$ cat src/rtl/booth_pkg.sv
// Shared definitions for the radix-4 Booth recoder: partial-product mux select
// codes (in mux input order) and the sequencer state encoding.
package booth_pkg;

    localparam logic [2:0] OP_ZERO     = 3'd0;
    localparam logic [2:0] OP_MAIS_M   = 3'd1;
    localparam logic [2:0] OP_MAIS_2M  = 3'd2;
    localparam logic [2:0] OP_MENOS_M  = 3'd3;
    localparam logic [2:0] OP_MENOS_2M = 3'd4;

    typedef enum logic [1:0] {
        OCIOSO  = 2'd0,
        GERANDO = 2'd1,
        FIM     = 2'd2
    } state_e;

endpackage

$ cat src/rtl/booth_digit_decode.sv
// Combinational radix-4 Booth digit decode: triplet (b2i+1, b2i, b2i-1)
// to a partial-product mux select code.
module booth_digit_decode
    import booth_pkg::*;
(
    input  logic [2:0] triplet_i,
    output logic [2:0] op_o
);

    always_comb begin
        op_o = OP_ZERO;
        case (triplet_i)
            3'b000:  op_o = OP_ZERO;
            3'b001:  op_o = OP_MAIS_M;
            3'b010:  op_o = OP_MAIS_M;
            3'b011:  op_o = OP_MAIS_2M;
            3'b100:  op_o = OP_MENOS_2M;
            3'b101:  op_o = OP_MENOS_M;
            3'b110:  op_o = OP_MENOS_M;
            3'b111:  op_o = OP_ZERO;
            default: op_o = OP_ZERO;
        endcase
    end

endmodule

$ cat src/rtl/booth_recoder_seq.sv
// Sequential radix-4 Booth recoder: latches a signed multiplier on iniciar and
// streams one select code per digit (LSD first) over a valid/ready handshake.
//
// state   | meaning
// OCIOSO  | idle, waiting for iniciar
// GERANDO | presenting digit indice, advances on pronto
// FIM     | one-cycle completion pulse, then back to OCIOSO
module booth_recoder_seq
    import booth_pkg::*;
#(
    parameter int N  = 16,
    parameter int IW = 3
) (
    input  logic          clock,
    input  logic          reset,
    input  logic          iniciar,
    input  logic [N-1:0]  multiplicador,
    input  logic          pronto,
    output logic [2:0]    op,
    output logic          op_valido,
    output logic [IW-1:0] indice,
    output logic          ultimo,
    output logic          ocupado,
    output logic          fim
);

    localparam logic [IW-1:0] IDX_ULTIMO = IW'(N / 2 - 1);

    state_e        state_q;
    logic [N:0]    r_q;
    logic [IW-1:0] idx_q;
    logic [2:0]    op_dec;

    booth_digit_decode u_decode (
        .triplet_i (r_q[2:0]),
        .op_o      (op_dec)
    );

    always_ff @(posedge clock) begin
        if (reset) begin
            state_q <= OCIOSO;
            r_q     <= '0;
            idx_q   <= '0;
        end else begin
            case (state_q)
                OCIOSO: begin
                    if (iniciar) begin
                        r_q     <= {multiplicador, 1'b0};
                        idx_q   <= '0;
                        state_q <= GERANDO;
                    end
                end
                GERANDO: begin
                    if (pronto) begin
                        if (idx_q == IDX_ULTIMO) begin
                            state_q <= FIM;
                        end else begin
                            // Arithmetic shift keeps the sign for the upper triplets
                            r_q   <= {{2{r_q[N]}}, r_q[N:2]};
                            idx_q <= idx_q + IW'(1);
                        end
                    end
                end
                FIM:     state_q <= OCIOSO;
                default: state_q <= OCIOSO;
            endcase
        end
    end

    assign op_valido = (state_q == GERANDO);
    assign op        = op_valido ? op_dec : OP_ZERO;
    assign indice    = idx_q;
    assign ultimo    = op_valido && (idx_q == IDX_ULTIMO);
    assign ocupado   = (state_q != OCIOSO);
    assign fim       = (state_q == FIM);

endmodule

$ cat config.mk
export PLATFORM = sky130hd
export DESIGN_NAME = booth_recoder_seq
export DESIGN_NICKNAME = d
export VERILOG_FILES = /design/src/rtl/booth_pkg.sv /design/src/rtl/booth_digit_decode.sv /design/src/rtl/booth_recoder_seq.sv
export SDC_FILE = /design/constraint.sdc
export NUM_CORES = 1
export LEC_CHECK = 0
export CAP_MARGIN = 20
export CORE_MARGIN = 10
export CORE_UTILIZATION = 48
export CTS_CLUSTER_SIZE = 20
export DETAILED_ROUTE_END_ITERATION = 10
export GPL_TIMING_DRIVEN = 0
export PLACE_DENSITY = 0.78
export SLEW_MARGIN = 10
export SYNTH_ARGS = -nofsm -noshare
export SYNTH_HDL_FRONTEND = slang
export SYNTH_HIERARCHICAL = 1
export SYNTH_SLANG_ARGS = --single-unit
$ cat constraint.sdc
create_clock -name clock -period 2 [get_ports clock]
set_input_delay 0.3 -clock clock [delete_from_list [all_inputs] [get_ports clock]]
set_output_delay 0.3 -clock clock [all_outputs]
set_load 0.05 [all_outputs]
==> impl_metrics.tcl, run 1 <==
set metrics [dict create \
    vias 977 \
    synth_area_leader_cell "dfxtp_1" \
    grt_setup_unrepaired "no" \
    design.core.area_um2 2455 \
    ys_warn_count 6 \
    grtUsageTotal_pct 11.97 \
    rows 18 \
    post-cts-setup-buffer-count 0 \
    cts.sink_count 22 \
    cts_root_buf "clkbuf_4" \
    async_reset_ff_share_pct 0 \
    critPathArrivalTime_ps 1620 \
    final_layout_size_suffix_gt1_share_pct 26.35 \
    detail_route.drc_violations 0 \
    maximum_fanout_along_the_worst_path 3 \
    critical_path.top_delay_family "flip-flops" \
    syn-cell-area_um2 1221 \
    total_of_max_cap_violations 0 \
    crit_path_end_kind "output port" \
    worst_setup_path_startpoint "r_q[1]$_SDFFE_PP0P_" \
    synth_cells 115 \
    antenna_violating_nets_post_route 0 \
    max_clock_freq_mhz 522.1 \
    outcome "completed" \
    finClkSkew_ps 7.703 \
    worstHoldPathType "reg -> reg" \
    p_total_mw 1.053 \
    synth_area_leaders "dfxtp_1 (36%), a211oi_2 (11%), mux2i_1 (11%), nor3_1 (6.1%), buf_6 (4.6%)" \
    place.port_buffers 29 \
    route.final.wire_length_um 2875 \
    cpPeakStageDelay_ps 380 \
    power_per_cell_area_nw_per_um2 676.1 \
    crit_path_start_kind "flop" \
    drc_violation_total_after_the_first_tritonroute_iteration 16 \
    clk_latency_ps 320 \
    max-slew-margin-rel_pct 57.65 \
    final.hold.worst_slack_ps 469.7 \
    yosys.area.top_type_share_pct 36.07 \
    fin_nets 173 \
    synth-main-ff-cell "dfxtp_1" \
    criticalPathCategory "reg -> out" \
    first_global_vias 1021 \
    max-vdd-ir-drop_v 0.0005156 \
    synth.ff_latch_count 22 \
    number_of_top_level_pins 30 \
    post_synth.cell_area_avg_um2 10.62 \
    area_of_the_die_um2 4962 \
    r2r_start "indice[0]$_SDFFE_PP0P_" \
    final-hold-violation-count 0 \
    synth-seq-area-share_pct 36.07 \
    min_from "r_q[16]$_SDFFE_PP0P_" \
    setup_viol 0 \
    cts_htree_levels 1 \
    crit_buf_inv 2 \
    pin_count_of_the_biggest_net_entering_global_routing 13 \
    antenna_found_initial 0 \
    synth-edff-count 0 \
    dp.final_hpwl_um 2216 \
    gpl.final_weighted_congestion 0.7593 \
    num_antenna_cells 0 \
    timing.final.crit_share_pct 95.76 \
    cts_buffer_depth 2 \
    syn_nets 139 \
    overflow 0 \
    synth_commonest_cells "dfxtp_1 (22), nor3_1 (15), mux2i_1 (13)" \
    routed_wire_length_per_instance_um 16.15 \
    tightest_slew_ps 635.2 \
    initial_utilization_pct 49.75 \
    worstPathCellList "inv_1 > ha_1 > mux2_4 > and2_1 > buf_2" \
    cts.reportedPaths.clkPinSlew_ps 130 \
    flow.area_growth_from_synthesis_pct 27.56 \
    cp.required_ps 1700 \
    die_y_um 70.44 \
    totalNegativeSetupSlack_ps 0 \
    yosysUniqueCellTypes 31 \
    chipWidth_um 70.44 \
    worst_path_max_delay_cell "dfxtp_1" \
    route.detailed.vias_per_inst 5.489 \
    min_period_ps 1915 \
    wire_length_of_the_first_global_routing_pass_um 4954 \
    slew_violations 0 \
    detail_route.first_pass.iterations 3 \
    cts_tree "yes" \
    cts-buffers-inserted 3 \
    leakage_nw 0.5988 \
    synthMostInstantiatedCell "dfxtp_1" \
]
timing repair:
item,in CTS,in global routing
setup endpoints to repair,7,6
hold endpoints to repair,0,0
gates cloned,0,0
resized for setup,17,14
hold buffers,0,0
path summary, 6_finish.rpt:
path / to / slack, ps / cells after the start
worst min-delay path: r_q[16]$_SDFFE_PP0P_ / 470 / 2
worst min register to register: r_q[16]$_SDFFE_PP0P_ / 470 / 2
worst max-delay path: op[1] / 80 / 5
worst max register to register: r_q[12]$_SDFFE_PP0P_ / 290 / 7
routing by layer:
| metal | vias to the layer above | wire length, µm | GRT usage, % |
|---|---|---|---|
| li1 | 491 | - | - |
| met1 | 468 | 1259 | 13.39 |
| met2 | 14 | 1528 | 20.96 |
| met3 | 4 | 44 | 1.695 |
| met4 | 0 | 43 | 6.579 |
| met5 | - | 0 | 0 |
logic make-up after synthesis:
family	after synthesis	synth area share, %
compound gates	21	16.70
simple gates	42	22.85
fa+ha+maj	4	4.099
flops	22	36.07
buf+inv	12	8.402
mux	14	11.88
final cells by class:
type                       instances  area, µm²
inverter                           2      7.507
multi-input combinational         81      678.2
sequential                        22      441.7
timing repair buffer              29      261.5
buffer                            10      95.09
fill                             210      897.1
tap                               30      37.54
clock buffer                       4      36.28
stage by stage:
step	setup slack, ps	area (µm²)	utilization [%]	instances
floorplan	93.42	1221	-	115
global placement	-64.41	1549	63.10	174
detailed placement	-78.42	1549	63.10	174
CTS	-163.8	1589	64.73	178
global route	11.13	1558	63.46	178
finish	84.83	1558	63.46	178
placed cells by master, fill, tap and decap left out, types with 2 or more instances in the layout:
master,instances
clkbuf_4,4
buf_2,5
clkbuf_1,3
nor3_1,15
nand2b_2,2
a21oi_1,4
ha_1,4
clkdlybuf4s50_1,22
a211oi_1,3
a211oi_2,11
nand2_1,6
inv_1,2
dfxtp_1,21
buf_6,5
mux2i_1,13
and2_1,4
nand3_1,3
a311oi_1,2
worst min-delay path, cell delays in order (launching register included):
cell and delay, ps:
dfxtp_1 330, nand2_1 50, a21oi_1 60
where the power goes:
group	switching, mW	total (mW)	leakage [nW]	internal, mW
logic	0.152	0.296	0.396	0.144
clock network	0.141	0.252	0.0210	0.111
registers	0.0273	0.505	0.182	0.477
state kept, by name, summed over array words and instances, names as in the netlist:
signal,count
r_q,17
indice,3
state_q,2
Note: power is estimated with default switching activity, not from simulation.
==> run 2, diff against run 1 <==
SLEW_MARGIN = 20   (was 10)
==> results of run 2 <==
Final layout, timing and power as in run 1 (identical DEF).
